$ cat src/rtl/thermo_rr_arbiter.sv
// rtl/thermo_rr_arbiter.sv - registered round-robin arbiter with thermometer priority mask
module thermo_rr_arbiter #(
    parameter int WIDTH = 16,
    parameter int IDXW  = $clog2(WIDTH)
) (
    input  logic             clk_i,
    input  logic             rstn_i,
    input  logic [WIDTH-1:0] req_i,
    output logic             grant_valid_o,
    input  logic             grant_ready_i,
    output logic [WIDTH-1:0] grant_onehot_o,
    output logic [IDXW-1:0]  grant_idx_o
);

    typedef enum logic {IDLE, GRANT} state_e;

    state_e           state_q;
    logic [WIDTH-1:0] mask_q;
    logic             grant_valid_q;
    logic [WIDTH-1:0] grant_onehot_q;
    logic [IDXW-1:0]  grant_idx_q;

    logic             handshake;
    logic             any_req;
    logic [WIDTH-1:0] above_mask;
    logic [WIDTH-1:0] sel_mask;
    logic [WIDTH-1:0] masked;
    logic [WIDTH-1:0] src;
    logic [WIDTH-1:0] thermo;
    logic [WIDTH-1:0] onehot;
    logic [IDXW-1:0]  idx;

    assign handshake = grant_valid_q & grant_ready_i;
    assign any_req   = |req_i;

    // Mask that follows the current grant; applied in the handshake cycle itself
    // so back-to-back grants need no extra cycle.
    always_comb begin
        above_mask = '0;
        for (int i = 0; i < WIDTH; i++) begin
            above_mask[i] = (IDXW'(i) > grant_idx_q);
        end
    end

    assign sel_mask = (state_q == GRANT) ? above_mask : mask_q;
    assign masked   = req_i & sel_mask;
    assign src      = (masked != '0) ? masked : req_i;

    always_comb begin
        logic acc;
        acc    = 1'b0;
        thermo = '0;
        for (int i = 0; i < WIDTH; i++) begin
            acc       = acc | src[i];
            thermo[i] = acc;
        end
    end

    assign onehot = thermo & ~(thermo << 1);

    always_comb begin
        idx = '0;
        for (int i = 0; i < WIDTH; i++) begin
            if (onehot[i]) begin
                idx = idx | IDXW'(i);
            end
        end
    end

    always_ff @(posedge clk_i) begin
        if (!rstn_i) begin
            state_q        <= IDLE;
            mask_q         <= '1;
            grant_valid_q  <= 1'b0;
            grant_onehot_q <= '0;
            grant_idx_q    <= '0;
        end else begin
            case (state_q)
                IDLE: begin
                    if (any_req) begin
                        grant_valid_q  <= 1'b1;
                        grant_onehot_q <= onehot;
                        grant_idx_q    <= idx;
                        state_q        <= GRANT;
                    end
                end
                GRANT: begin
                    if (handshake) begin
                        mask_q <= above_mask;
                        if (any_req) begin
                            grant_onehot_q <= onehot;
                            grant_idx_q    <= idx;
                        end else begin
                            grant_valid_q  <= 1'b0;
                            grant_onehot_q <= '0;
                            grant_idx_q    <= '0;
                            state_q        <= IDLE;
                        end
                    end
                end
            endcase
        end
    end

    assign grant_valid_o  = grant_valid_q;
    assign grant_onehot_o = grant_onehot_q;
    assign grant_idx_o    = grant_idx_q;

endmodule

$ cat config.mk
export PLATFORM = sky130hd
export DESIGN_NAME = thermo_rr_arbiter
export DESIGN_NICKNAME = d
export VERILOG_FILES = /design/src/rtl/thermo_rr_arbiter.sv
export SDC_FILE = /design/constraint.sdc
export NUM_CORES = 1
export LEC_CHECK = 0
export ABC_AREA = 1
export CAP_MARGIN = 20
export CORE_UTILIZATION = 45
export DETAILED_ROUTE_END_ITERATION = 16
export GPL_ROUTABILITY_DRIVEN = 0
export MAX_ROUTING_LAYER = met4
export PLACE_DENSITY = 0.77
export SYNTH_ARGS = -nofsm -noshare
export SYNTH_HDL_FRONTEND = slang
export SYNTH_SLANG_ARGS = --single-unit
$ cat constraint.sdc
create_clock -name clk_i -period 3 [get_ports clk_i]
set_input_delay 0.3 -clock clk_i [delete_from_list [all_inputs] [get_ports clk_i]]
set_output_delay 0.3 -clock clk_i [all_outputs]
set_load 0.005 [all_outputs]
After elaboration in Yosys (flattened, before gate mapping)
Index checks and enable logic that the tools add are counted.
- word-level logic and storage cells: 81
- input bits: 19
- register bits: 38
- equality and inequality tests: 3
- magnitude comparators: 16
- multiplexer cells: 32
- bitwise gates (word level): 20
- reduce and logical (&&, ||, !) cells: 5
- operators with widths (operator ; count):
    16-bit 2-to-1 mux ; 5
    4-bit 2-to-1 mux ; 11
    16-bit AND ; 2
    4-bit greater-than comparator, first input constant ; 8
    16-bit one-hot mux with 2 select lines ; 1
    3-bit by 4-bit greater-than comparator with 1-bit output, first input constant ; 4
    16-bit NOT ; 1
    16-bit nonzero test ; 1
    16-bit OR reduction ; 1
    1-bit bitwise OR ; 15
    3-bit 2-to-1 mux ; 4
    1-bit by 4-bit greater-than comparator with 1-bit output, first input constant ; 2
    2-bit by 4-bit greater-than comparator with 1-bit output, first input constant ; 2
    4-bit one-hot mux with 2 select lines ; 1
    1-bit 2-to-1 mux ; 6
    2-bit 2-to-1 mux ; 2
    2-bit != test, second input constant ; 2
    1-bit one-hot mux with 2 select lines ; 2
    2-bit AND reduction ; 2
    3-bit AND reduction ; 1
    2-bit by 1-bit != test with 1-bit output, second input constant ; 1
    1-bit AND ; 1
    1-bit NOT ; 1

Logic depth before layout (Yosys ltp)
Gate-level depths: netlist of the first run.
- depth in word-level cells: 39
- mapped depth: 22
- mapped depth without buffers: 22

Worst setup path before layout of the first run
OpenSTA, ideal clock, no wires.
- path type: flip-flop to flip-flop
- start: register grant_idx_q[3], in the netlist grant_idx_o[3]
- end: register grant_idx_q[3], in the netlist grant_idx_o[3]
- arrival: 2.218 ns
- library setup time: 0.132 ns
- data required time: 2.868 ns
- cell stages (with the launch flop): 17
- path slack: 0.650 ns
- buffers on the path: 1
- path through: dfxtp_1 buf_2 nand2_2 nor2_1 nand2_1 nand2_1 nand4_1 nor2_1 nand2_4 o21ai_0 inv_1 nand4_1 nand2_1 nor2_1 nand2_1 nand2_1 a21oi_1
- word-level cells in the longest chain between the ends: 25
- elaborated cells between the ends (all ways): 49
- ends and longest elaborated chain (item ; line ; source):
    start: declaration ; 21 ; logic [IDXW-1:0] grant_idx_q;
    start signal: assignment ; 83 ; grant_idx_q <= idx;
    start signal: assignment ; 92 ; grant_idx_q <= idx;
    1-bit by 4-bit greater-than comparator with 1-bit output, or another cell as far along ; 41 ; above_mask[i] = (IDXW'(i) > grant_idx_q);
    16-bit 2-to-1 mux (*) ; 45 ; assign sel_mask = (state_q == GRANT) ? above_mask : mask_q;
    16-bit AND (*) ; 46 ; assign masked = req_i & sel_mask;
    16-bit nonzero test ; 47 ; assign src = (masked != '0) ? masked : req_i;
    16-bit 2-to-1 mux (*) ; 47 ;
    1-bit bitwise OR (7 in a row) ; 54 ; acc = acc | src[i];
    1-bit bitwise OR / 16-bit NOT (equally long branches) ; 54, 59 ;
    16-bit AND (*) ; 59 ; assign onehot = thermo & ~(thermo << 1);
    4-bit 2-to-1 mux, or another cell as far along (6 in a row) ; 64 ; if (onehot[i]) begin
    4-bit 2-to-1 mux / 16-bit AND (equally long branches) ; 64, 59 ;
    4-bit 2-to-1 mux (*) ; 64 ;
    4-bit 2-to-1 mux ; 90 ; if (any_req) begin
    4-bit 2-to-1 mux ; 88 ; if (handshake) begin
    4-bit one-hot mux with 2 select lines (*) ; 78 ; case (state_q)
Mark *: on every way between the ends. The rest lies on a longest branch, timed or not. The select of a mux whose other input is x is not followed.
A chain may end at the register's enable or synchronous reset.

Final worst setup path of the first run
Same ends and word-level chain as after synthesis.

==> results.md, run 1 <==
- The flow ran to the end, and the final reports show no timing, DRC or antenna violations.
- The proportion of layout cells with a drive suffix above 1 is between 10% and 20%.
- At the pin with the least slew margin, the transition time is between 1 and 1.5 ns.
- The switching power total is between 0.3 and 0.4 mW.
- Data on the critical path is required at its endpoint by around 3.2 ns.
- The initial cell density of the core is ~48%.
- The worst hold-check slack is 0.457 ns.
- The final layout net count is around 430.
- The share of total power dissipated in the clock network is a little over a third.
- The number of remaining DRC errors is 0.
- The number of synthesized flops with an enable pin is 0.
- During placement, the flow inserted port buffers numbering 39.
- The DRC violation total after the first TritonRoute iteration is roughly 210.
- In this run, flip-flops and latches consume between 40% and 50% of the power.
- In this run the worst hold path is classified as reg2reg.
- Counting the buffers created by CTS gives 5.
- Summed over all layers, the global routing overflow is 0.
- Summing every instance area after synthesis gives between 0.002 and 0.0025 sq mm.
- The die covers approximately 0.0053 sq mm.
- In this run the count of I/O pins placed on the die edge is 40.
- The number of hold violations in the final report is 0.
- The worst setup path is captured at a register.
- Headroom to the max-slew limit came out at between 30% and 40%.
- For this run, the leading register cell type out of synthesis is sky130_fd_sc_hd__dfxtp_1.
- The initial antenna violation count came to 0.
- In the final layout, the multi-input gates occupy around 0.0014 sq mm.
- The number of nets in the synthesized netlist is 383.
- The proportion of power drawn by combinational gates is a little over a fifth.
- The detail route stage leaves a number of antenna-violating nets equal to 0.
- Setup violations remaining at the end of the flow were counted as 0.
- Synthesis inferred 38 register bits.
- The post-synthesis cell type count is 33.
- The total global routing track utilization is 24.9%.
- The setup skew after layout is between 0.006 and 0.007 ns.
- The maximum number of pins on one net before global-route repair is 33.
- Of the available clock period, the critical path in the final layout requires 93.8%.
- After synthesis, the largest area contributor takes up ~33% of total cell area.
- The clock insertion delay at the later pin of the skew report is 0.29 ns.
- The tree is rooted in a sky130_fd_sc_hd__clkbuf_8.
- The total via count in the routed design is 2,584.
- Leaving out filler cells and counting taps, the final layout contains 483.
- Of all flip-flops after synthesis, the portion carrying an async set or reset was 0%.
- The number of global-route vias before repair came to between 2,000 and 2,500.
- The routed wirelength normalized by instance count is approximately 13 um.
- The placeable core region is roughly 0.0048 sq mm.
- STA classifies the critical path startpoint as a register.
- The first global-routing pass estimated 9.89 mm of wire.
- The net switching fraction of the power is between 20% and 30%.
- Synthesis produced between 300 and 400 cells.
- The final total power is about 1.2 mW.
- TritonCTS built the clock tree.
- The internal portion of the total power is just under 0.9 mW.
- From bottom edge to top edge, the die measures between 70 and 80 um.
- The first detailed-routing pass took 5 iterations.
- The worst-case clock buffer depth is 2.
- The critical path is of the reg2reg type.
- The cell leakage power is ~1.3 nW.
- The average instance in the mapped netlist occupies ~6.2 sq um.
- Dividing the detail-routed via count by the number of cells gives around 5.3.
- The sequential-to-total area share from yosys stat is about a third.
- The clock-pin slew reported for the worst setup and hold paths after clock tree synthesis is 0.08 ns.
- The final count of pins violating max slew is 0.
- The max-capacitance violation count is 0.
- The clock sink count is 38.
- The layout has around 430 filler cells.
- For this design, the CTS-stage hold fixing added 0 buffers.
- The final critical-path setup slack is roughly 0.18 ns.
- The floorplan row count is 25.
- The sequential cell area is a little under 800 sq um.
- For this block, the routed nets add up to between 6 and 7 mm of wire.
- For this run, the number of Yosys warnings is 0.
- The deepest level of the CTS H-tree is 2.
- The placed wire-length estimate is around 4.5 mm.
- The placement-stage cell area is 0.00277 sq mm.
- The placement-stage worst setup slack is between 0.1 and 0.15 ns.
- Timing would allow up to roughly 0.36 GHz.
- The floorplan step set the die width to between 70 and 80 um.
- The count of inserted antenna diode cells is 0.
- From synthesis to final layout, the design area changed by 33.8%.
- The clock period minus worst slack is roughly 2.8 ns.
- For this design the ratio of total power to cell area is 406 mW/mm^2.
- The post-synthesis cell type with the largest combined area is sky130_fd_sc_hd__dfxtp_1.
- The post-route cell area is 0.00304 sq mm.
- The cell count after placement is 469.
- The maximum fanout along the worst path is 8.
- Ranked by total cell area, the synthesized netlist is headed by sky130_fd_sc_hd__dfxtp_1, sky130_fd_sc_hd__nand2_1, sky130_fd_sc_hd__nor2_1, sky130_fd_sc_hd__a21oi_1, sky130_fd_sc_hd__o21ai_0.
- Data arrives at the worst endpoint at between 3 and 4 ns.
- Across the VDD grid, the largest voltage drop is ~240 uV.
## metrics by stage
step	setup TNS [ns]	util, %
2_1_floorplan	0	-
3_3_place_gp	0	57.9
3_5_place_dp	0	57.9
4_1_cts	0	60.1
5_1_grt	-0.0189	63.6
6_report	0	63.6
## layout by cell type, fill, tap and decap left out, types with 2 or more instances in the layout
master	synthesis	layout
sky130_fd_sc_hd__a211oi_1	2	2
sky130_fd_sc_hd__a21oi_1	31	30
sky130_fd_sc_hd__buf_4	2	17
sky130_fd_sc_hd__clkbuf_8	0	5
sky130_fd_sc_hd__clkdlybuf4s50_1	0	39
sky130_fd_sc_hd__clkinv_2	0	2
sky130_fd_sc_hd__dfxtp_1	38	34
sky130_fd_sc_hd__dfxtp_2	0	2
sky130_fd_sc_hd__dfxtp_4	0	2
sky130_fd_sc_hd__inv_1	32	32
sky130_fd_sc_hd__inv_2	5	5
sky130_fd_sc_hd__nand2_1	100	91
sky130_fd_sc_hd__nand2_2	3	12
sky130_fd_sc_hd__nand3_1	20	17
sky130_fd_sc_hd__nand3_2	0	3
sky130_fd_sc_hd__nand4_1	8	8
sky130_fd_sc_hd__nand4_4	0	3
sky130_fd_sc_hd__nor2_1	47	43
sky130_fd_sc_hd__nor2_2	6	5
sky130_fd_sc_hd__nor2_4	3	8
sky130_fd_sc_hd__nor3_1	3	3
sky130_fd_sc_hd__nor4_1	2	2
sky130_fd_sc_hd__o211ai_1	2	2
sky130_fd_sc_hd__o21ai_0	28	28
sky130_fd_sc_hd__o21ai_1	6	5
sky130_fd_sc_hd__or2_2	2	2
## final cells by class
class,count,area share [%]
clock buffers,5,2.26
clock inverters,3,1.32
inverters,38,4.69
multi-input cells,276,46.6
flip-flops and latches,38,25.3
well taps,67,2.75
repair buffers,56,17.0
## power by group through the flow
stage	logic [mW]	clock network, mW	registers [mW]
final	0.266	0.430	0.540
after global routing	0.292	0.451	0.543
after CTS	0.235	0.436	0.540
after detailed placement	0.233	0	0.552
after global placement	0.232	0	0.552
after floorplan	0.144	0	0.549
## worst max-delay path, cell delays in order (launching register included)
cell and delay (ns):
sky130_fd_sc_hd__dfxtp_4 0.38, sky130_fd_sc_hd__buf_4 0.16, sky130_fd_sc_hd__nor2_4 0.16, sky130_fd_sc_hd__nand3_2 0.10, sky130_fd_sc_hd__nand2_2 0.10, sky130_fd_sc_hd__nand2_1 0.07
sky130_fd_sc_hd__nand2_1 0.06, sky130_fd_sc_hd__nor2_1 0.04, sky130_fd_sc_hd__nand2_1 0.11, sky130_fd_sc_hd__nor2_4 0.08, sky130_fd_sc_hd__nand2_2 0.06, sky130_fd_sc_hd__nand2_2 0.09
sky130_fd_sc_hd__nor2_4 0.14, sky130_fd_sc_hd__nand3_2 0.11, sky130_fd_sc_hd__nor2_1 0.11, sky130_fd_sc_hd__nand4_1 0.12, sky130_fd_sc_hd__nor2_2 0.21, sky130_fd_sc_hd__nand4_1 0.13
sky130_fd_sc_hd__nor2_2 0.17, sky130_fd_sc_hd__nor2_1 0.06, sky130_fd_sc_hd__nand2_1 0.05, sky130_fd_sc_hd__nand2_1 0.06, sky130_fd_sc_hd__a21oi_2 0.16
## kinds of logic (layout without fill, tap and decap cells)
kind of cell | count (synthesis) | after routing | share of synthesized area (%)
simple gates | 200 | 200 | 39.6
buf+inv | 50 | 102 | 8.97
compound gates | 76 | 76 | 18.0
flops | 38 | 38 | 33.5
## timing repair
item | in CTS | in global routing
hold endpoints to repair | 0 | 0
setup endpoints to repair | 0 | 6
buffers inserted | 0 | 6
gates resized for setup | 0 | 33
## flip-flops by register name, summed over array words and instances (netlist names)
signal	cells
state_q	1
grant_idx_o	4
mask_q	16
grant_onehot_o	16
grant_valid_o	1
## path summary, 6_finish.rpt
path	slack (ns)	depth (start not counted)	start	endpoint
max	0.18	22	grant_idx_o[3]	grant_idx_o[3]
min	0.46	2	mask_q[15]	mask_q[15]
max reg2reg	0.18	22	grant_idx_o[3]	grant_idx_o[3]
min reg2reg	0.46	2	mask_q[15]	mask_q[15]
## cells in the mapped netlist (2+ instances only)
library cell and count:
sky130_fd_sc_hd__dfxtp_1 38, sky130_fd_sc_hd__a21boi_1 2, sky130_fd_sc_hd__or2_2 2, sky130_fd_sc_hd__o211ai_1 2, sky130_fd_sc_hd__o21ai_0 28, sky130_fd_sc_hd__o21ai_1 6, sky130_fd_sc_hd__nor4_1 2, sky130_fd_sc_hd__a21oi_1 31
sky130_fd_sc_hd__inv_2 5, sky130_fd_sc_hd__nor3_1 3, sky130_fd_sc_hd__nand4_1 8, sky130_fd_sc_hd__inv_1 32, sky130_fd_sc_hd__nor2_2 6, sky130_fd_sc_hd__a211oi_1 2, sky130_fd_sc_hd__nand2_2 3, sky130_fd_sc_hd__nor2_4 3
sky130_fd_sc_hd__nand4_2 4, sky130_fd_sc_hd__nor2_1 47, sky130_fd_sc_hd__clkbuf_1 7, sky130_fd_sc_hd__buf_4 2, sky130_fd_sc_hd__nand2_1 100, sky130_fd_sc_hd__nand3_1 20
## routing by layer
metal / routed length, um / share of wire (%) / vias to the layer above / global-route usage (%)
li1: - / - / 1298 / -
met1: 2880 / 45 / 1163 / 33.9
met5: 0 / 0 / - / -
met4: 108 / 1.7 / 0 / 8.28
met3: 462 / 7.3 / 11 / 3.87
met2: 2910 / 46 / 112 / 37.7
No activity file was read; power rests on OpenSTA's default activity.
==> inputs of run 2 (changes only) <==
- CORE_ASPECT_RATIO: not set -> 0.7
- CORE_UTILIZATION: 45 -> 38
- PLACE_DENSITY: 0.77 -> 0.68
==> run 2 against run 1 <==
Net effect:
- clock skew hardly changed
- combinational power is 6% higher
- global-route usage is 1.5 points lower
- maximum frequency is 1.7% lower
- total power is 4.0% lower
- sequential share of layout area is 0.41 points lower
- first-iteration DRC count is 7.2% lower
- die area is 18% higher
- largest power group unchanged
- highest routed layer unchanged
==> results.md, run 2 (same netlist as run 1, synthesis figures left out) <==
- In the routed layout, each cell is associated on average with a via count of between 5 and 6.
- The number of hold violations in the final report is 0.
- In this run the vertical extent of the chip is around 67 um.
- Walking the worst path, the cells encountered are buf_4 -> nor2_4 -> nand2_1 -> nand2_2 -> nand2_2 -> nand2_2 -> nor2_1 -> nand2_1 -> nor2_4 -> nand2_1 -> nand2_2 -> nor2_4 -> nand3_2 -> nor2_2 -> nand4_1 -> nor2_4 -> nand4_1 -> nor2_2 -> nor2_1 -> nand2_1 -> nand2_1 -> a21oi_2.
- The tree built by TritonCTS fans out to 38 sinks.
- The number of fillers in the final layout is 579.
- VDD sags by at most between 150 and 200 uV.
- The top achievable clock speed is between 0.3 and 0.4 GHz.
- Together, buffers and inverters on the worst path number 1.
- The global-route wire length before repair is approximately 11 mm.
- The first routing iteration left 193 violations.
- The critical path class is reg2reg.
- Leaving out fill and tap cells, the most frequent cell in the layout is sky130_fd_sc_hd__nand2_1.
- For this configuration, the core starts out at a cell density of 39.5%.
- The nature of the critical path endpoint is a register.
- The placement-stage worst setup slack is 0.0882 ns.
- The required time reported for the critical path endpoint is about 3.2 ns.
- Measured along the x axis, the die boundary spans 94.5 um.
- The deepest level of the CTS H-tree is 2.
- Across the routed clock network, the largest skew measured is ~0.0068 ns.
- The clock-pin slew reported for the worst setup and hold paths after clock tree synthesis is about 0.08 ns.
- The number of antenna diodes in the final layout is 0.
- For this run, the slowest stage of the critical path takes between 0.3 and 0.4 ns.
- The top cell types in the final layout, fill and taps aside, are sky130_fd_sc_hd__nand2_1, sky130_fd_sc_hd__nor2_1, sky130_fd_sc_hd__clkdlybuf4s50_1, sky130_fd_sc_hd__dfxtp_1, sky130_fd_sc_hd__inv_1.
- In this run the remaining antenna-violating nets after routing total 0.
- Setup repair after global routing could not meet its margin everywhere.
- The routed wirelength normalized by instance count is approximately 14 um.
- In this run the critical register-to-register path is launched from grant_idx_o[1].
- After detailed placement, the total cell area comes to roughly 0.0028 sq mm.
- The capture instance of the worst register-to-register path is grant_idx_o[3].
- The die covers 0.00630 sq mm.
- In this run the deepest clock path goes through 2 buffers.
- The sequential cell area is 774 sq um.
- The final count of pins violating max slew is 0.
- Dividing total power by cell area gives a power density of around 380 mW/mm^2.
- The number of placed instances, taps included, is 481.
- The smallest clock period supported by the final layout is computed as 2.86 ns.
- For this run the aggregate overflow at the end of global routing stands at 0.
- The final layout net count is around 440.
- The CTS tree is done.
- In the finished design, the share of the clock period the worst path needs comes to roughly 95%.
- The worst hold path stage count is 2.
- The core region is about 0.0058 sq mm.
- After routing the design area is ~0.0031 sq mm.
- Leaving out filler cells and counting taps, the final layout contains between 400 and 500.
- The number of global-route vias before repair is ~2,300.
- For this run, the detailed router's first-pass iteration total came to 4.
- Entering global routing, the biggest net connects 33 pins.
- In this run the worst hold path is classified as reg2reg.
- Data arrives at the worst endpoint at roughly 3.1 ns.
- The total via count in the routed design is ~2,600.
- The post-detailed-routing wire length is a little under 7 mm.
- The initial antenna violation count is 0.
- The final critical-path setup slack is roughly 0.14 ns.
- The worst hold path terminates at mask_q[15].
- The area added between synthesis and finish is 36.7%.
- The cell leakage power is about 1.4 nW.
- Counting cells, the worst reg-to-reg path comes to 22.
- The cell family contributing the most delay on the critical path is simple AND/OR/NAND/NOR gates.
- The tool flagged a number of max-cap violations equal to 0.
- Setup violations remaining at the end of the flow were counted as 0.
- For this design the top-level I/O count stands at 40.
- The worst-margin pin slew is roughly 1.0 ns.
- STA classifies the critical path startpoint as a register.
- The number of I/O port buffers is 39.
- The floorplan row count is 23.
- The cell with the biggest individual delay on the critical path is sky130_fd_sc_hd__dfxtp_4.
- The headroom to the max-slew limit is between 30% and 40%.
- The worst register-to-register path has a setup slack of 0.14 ns.
- Summing all multi-input logic gate instances after layout gives approximately 0.0014 sq mm.
- TritonCTS created 5 clock buffers.
- Of the cells placed in the final design, the portion with a size suffix greater than 1 is approximately a fifth.
- The total global routing track utilization is 23.5%.
- In the routed design, unresolved DRC markers number 0.
- The maximum fanout along the worst path is 8.
- The placed wire-length estimate is slightly below 5 mm.
- The worst setup path startpoint is grant_idx_o[1].
- The hold path startpoint is mask_q[15].
- Among the stages of the critical path, the cell type that occurs most often is sky130_fd_sc_hd__nand2_1.
- The tree is rooted in a sky130_fd_sc_hd__clkbuf_8.
- The run finished with clean final reports.
- The clock insertion delay at the later pin of the skew report is between 0.2 and 0.3 ns.
[run 2: changes by cell type in the layout (fill, tap and decap cells not counted), sizes merged]
| cell | delta |
|---|---|
| buf | +2 |
| clkbuf | +3 |
| bufinv | -1 |
| clkinv | -1 |
[run 2: worst register-to-register path: stages, from the launching register on]
cell and delay (ns):
sky130_fd_sc_hd__dfxtp_4 0.38, sky130_fd_sc_hd__buf_4 0.16, sky130_fd_sc_hd__nor2_4 0.11, sky130_fd_sc_hd__nand2_1 0.07
sky130_fd_sc_hd__nand2_2 0.07, sky130_fd_sc_hd__nand2_2 0.07, sky130_fd_sc_hd__nand2_2 0.09, sky130_fd_sc_hd__nor2_1 0.05
sky130_fd_sc_hd__nand2_1 0.13, sky130_fd_sc_hd__nor2_4 0.09, sky130_fd_sc_hd__nand2_1 0.09, sky130_fd_sc_hd__nand2_2 0.09
sky130_fd_sc_hd__nor2_4 0.12, sky130_fd_sc_hd__nand3_2 0.12, sky130_fd_sc_hd__nor2_2 0.12, sky130_fd_sc_hd__nand4_1 0.17
sky130_fd_sc_hd__nor2_4 0.20, sky130_fd_sc_hd__nand4_1 0.14, sky130_fd_sc_hd__nor2_2 0.18, sky130_fd_sc_hd__nor2_1 0.06
sky130_fd_sc_hd__nand2_1 0.05, sky130_fd_sc_hd__nand2_1 0.06, sky130_fd_sc_hd__a21oi_2 0.16
[run 2: worst max path at each step]
| stage | cells past startpoint | slack [ns] | to |
|---|---|---|---|
| CTS | 21 | 0.10 | grant_idx_o[3] |
| floorplan | 16 | 0.65 | grant_idx_o[3] |
| detailed placement | 20 | 0.09 | grant_idx_o[2] |
| global placement | 20 | 0.11 | grant_idx_o[0] |
| finish | 22 | 0.14 | grant_idx_o[3] |
| global route | 22 | -0.13 | grant_idx_o[3] |
[run 2: layer usage]
layer / track usage, % / vias up / wire length, um
met3: 4.68 / 13 / 516
met2: 33.4 / 108 / 2880
met4: 6.63 / 0 / 97
met1: 33.3 / 1171 / 3340
li1: - / 1301 / -
met5: - / - / 0
[run 2: power breakdown]
group          leakage [nW]  internal, mW  switching (mW)  total (mW)
clock                0.0482         0.185           0.179       0.365
combinational         0.998         0.120           0.164       0.283
sequential            0.312         0.523          0.0166       0.539
[run 2: what timing repair did]
item / in CTS / in global routing
gates resized for setup: 0 / 48
buffers inserted: 0 / 4
setup endpoints to repair: 0 / 7
hold buffers: 0 / 0
[run 2: stage by stage]
stage | utilization, % | hold WS, ns | total power, mW | TNS [ns]
floorplan | - | 0.369 | 0.693 | 0
global placement | 49.0 | 0.436 | 0.793 | 0
detailed placement | 49.0 | 0.442 | 0.794 | 0
CTS | 50.6 | 0.460 | 1.16 | 0
global route | 54.0 | 0.480 | 1.25 | -0.369
finish | 54.0 | 0.454 | 1.19 | 0
[run 2: cell type report]
class / count / area share [%]
multi-input cells: 276 / 45.8
flip-flops and latches: 38 / 24.9
repair buffers: 59 / 18.6
inverters: 38 / 4.75
well taps: 75 / 3.02
clock buffers: 7 / 2.78
clock inverters: 1 / 0.161
==> inputs of run 3 (changes only) <==
- GPL_TIMING_DRIVEN: not set -> 0
==> run 3 against run 2 <==
Net effect:
- design area decreased by 4.6%
- maximum frequency grew 3.4%
- core utilization shrank 2.5 points
- via count is 1.6% lower
- global-route usage is 0.088 points lower
- worst setup slack gained 0.093 ns
- non-clock buffer count decreased by 5
- register-to-register slack improved by 0.09 ns
- sequential power increased by 1%
- hold slack gained 0.0094 ns
- critical path depth down 1
- critical path type unchanged
- largest cell class unchanged
==> results.md, run 3 (same netlist as run 1, synthesis figures left out) <==
- Clock latency on the worst-skew pair, taken at its later pin, is between 0.2 and 0.3 ns.
- The number of nets with antenna violations after detailed routing is 0.
- The post-route cell area is just under 0.003 sq mm.
- The number of fillers in the final layout is about 610.
- Entering global routing, the biggest net connects 11 pins.
- The number of I/O port buffers is 39.
- The nature of the critical path endpoint is a register.
- After global routing the overflow that remains totals 0.
- The initial cell density of the core is between 30% and 40%.
- The global-route wire length before repair is between 10 and 15 mm.
- The commonest non-fill, non-tap cell in the layout is sky130_fd_sc_hd__nand2_1.
- The DRC violation total after the first TritonRoute iteration is 169.
- After clock tree synthesis, the clock-pin slew on the worst setup and hold paths is 0.07 ns.
- The placement-stage cell area is roughly 0.0028 sq mm.
- The required time reported for the critical path endpoint is 3.22 ns.
- The hold path startpoint is mask_q[15].
- Summing internal, switching and leakage power gives 1.15 mW.
- Wires add up to approximately 6.7 mm.
- The setup path with the least slack is of type reg2reg.
- The setup skew after layout is between 0.006 and 0.007 ns.
- The worst-case clock buffer depth is 2.
- The post-layout instance count excluding filler cells is ~500.
- The clock sink count is 38.
- The detailed router placed between 2,000 and 3,000 vias in this run.
- The cell leakage power is about 1.3 nW.
- The detailed-router iteration count before antenna repair is 5.
- The final standard cell utilization of the core is a little over 50%.
- The number of global-route vias before repair is roughly 2,300.
- The final critical path takes up between 90% and 100% of the cycle.
- STA classifies the critical path startpoint as a register.
- The routed wirelength normalized by instance count is ~14 um.
- The floorplan row count is 23.
- For the pin with the worst max-slew slack, the measured transition is 0.508 ns.
- The number of hold violations in the final report came to 0.
- In the layout the commonest cells are sky130_fd_sc_hd__nand2_1, sky130_fd_sc_hd__nor2_1, sky130_fd_sc_hd__clkdlybuf4s50_1, sky130_fd_sc_hd__dfxtp_1, sky130_fd_sc_hd__inv_1.
- The class of the tightest hold or removal check is reg2reg.
- The total CTS buffers is 5.
- The run finished with clean final reports.
- In this run the worst path has a maximum fanout of 10.
- The x dimension of the die is about 94 um.
- The die extent in y is about 67 um.
- The largest vdd supply drop is 162 uV.
- The final layout net count is 432.
- The worst setup path startpoint is grant_idx_o[0].
- TritonCTS built the clock tree.
- The initial antenna violation count was 0.
- The number of vias per cell is ~5.2.
- The deepest level of the CTS H-tree is 2.
- The count of inserted antenna diode cells is 0.
- The final setup violation count is 0.
- The region available for standard cell placement spans between 0.005 and 0.006 sq mm.
- The arrival time of data at the critical path endpoint is around 3 ns.
- The cell count after placement is ~480.
- Pin placement for this block handled 40 I/O pins.
- Headroom to the max-slew limit came out at between 60% and 70%.
- The max-capacitance violation count is 0.
- In this run the critical register-to-register path is launched from grant_idx_o[0].
- In the final layout, the share of cells above drive strength 1 is 13.1%.
- The tree is rooted in a sky130_fd_sc_hd__clkbuf_8.
- The die covers 0.00630 sq mm.
- The area growth from synthesis to layout is 30.4%.
- At the placement stage, the worst setup path has a slack of about 0.032 ns.
- Setup repair after global routing could not meet its margin everywhere.
- The placed wire-length estimate is around 5.1 mm.
- Global routing used between 20% and 30% of the available tracks.
- The number of remaining DRC errors is 0.
- The total power density per cell area is ~390 mW/mm^2.
- The final critical-path setup slack is between 0.2 and 0.25 ns.
- The final count of pins violating max slew is 0.
- Based on the critical path, the design can be clocked at up to about 0.36 GHz.
- The clock period minus worst slack is about 2.8 ns.
==> run 3: changes by cell type in the layout (fill, tap and decap cells not counted), sizes merged <==
cell    change
buf        -11
clkbuf      +5
clkinv      -1
==> run 3: report_power, final <==
part           switching [mW]  total [mW]  internal [mW]
combinational           0.151       0.250         0.0988
sequential             0.0209       0.545          0.525
clock                   0.176       0.353          0.177
==> run 3: final timing paths <==
path | to | cells after the start | slack [ns]
hold reg to reg | mask_q[15] | 2 | 0.46
setup reg to reg | grant_idx_o[2] | 21 | 0.23
hold / removal | mask_q[15] | 2 | 0.46
setup / recovery | grant_idx_o[2] | 21 | 0.23
==> run 3: timing repair <==
action                                 CTS  global route
hold buffers                             0             0
setup endpoints to repair                1             9
resized for setup                        1            31
buffers inserted                         0             3
pin swaps                                0             5
endpoints found under the hold margin    0             0
==> run 3: area by class of cell <==
type | count | area (sq um) | area share [%]
repair buffers | 42 | 413 | 13.9
clock buffers | 6 | 82.6 | 2.79
well taps | 75 | 93.8 | 3.17
plain buffers | 12 | 68.8 | 2.32
inverters | 38 | 148 | 4.98
multi-input cells | 276 | 1390 | 47.0
flip-flops and latches | 38 | 766 | 25.8
==> run 3: metrics by stage <==
step / TNS [ns] / hold slack [ns]
detailed placement: 0 / 0.450
global placement: 0 / 0.436
finish: 0 / 0.463
global route: -0.0554 / 0.487
floorplan: 0 / 0.369
CTS: 0 / 0.467
==> run 3: critical path: stages (launching register included) <==
cell and delay [ns]:
sky130_fd_sc_hd__dfxtp_2 0.38, sky130_fd_sc_hd__nor2_2 0.24, sky130_fd_sc_hd__nand2_1 0.10, sky130_fd_sc_hd__nand3_1 0.08
sky130_fd_sc_hd__nand2_1 0.07, sky130_fd_sc_hd__nand2_1 0.10, sky130_fd_sc_hd__inv_2 0.03, sky130_fd_sc_hd__nand2_1 0.06
sky130_fd_sc_hd__nor2_2 0.06, sky130_fd_sc_hd__nand2_4 0.12, sky130_fd_sc_hd__nand2_1 0.07, sky130_fd_sc_hd__nand2_1 0.07
sky130_fd_sc_hd__nand2_2 0.08, sky130_fd_sc_hd__nor2_4 0.17, sky130_fd_sc_hd__nand4_4 0.12, sky130_fd_sc_hd__nor2_4 0.16
sky130_fd_sc_hd__nand4_2 0.13, sky130_fd_sc_hd__nor2_4 0.19, sky130_fd_sc_hd__nand4_2 0.13, sky130_fd_sc_hd__nor2_4 0.14
sky130_fd_sc_hd__nor2_1 0.06, sky130_fd_sc_hd__a21oi_1 0.11
==> run 3: layer usage <==
layer / vias up / share of wire [%] / track usage, % / wire length [um]
met4: 0 / 0.76 / 4.55 / 51
li1: 1289 / - / - / -
met2: 88 / 41 / 33.5 / 2760
met1: 1167 / 51 / 34.0 / 3420
met3: 8 / 7.5 / 4.22 / 505
met5: - / 0 / - / 0
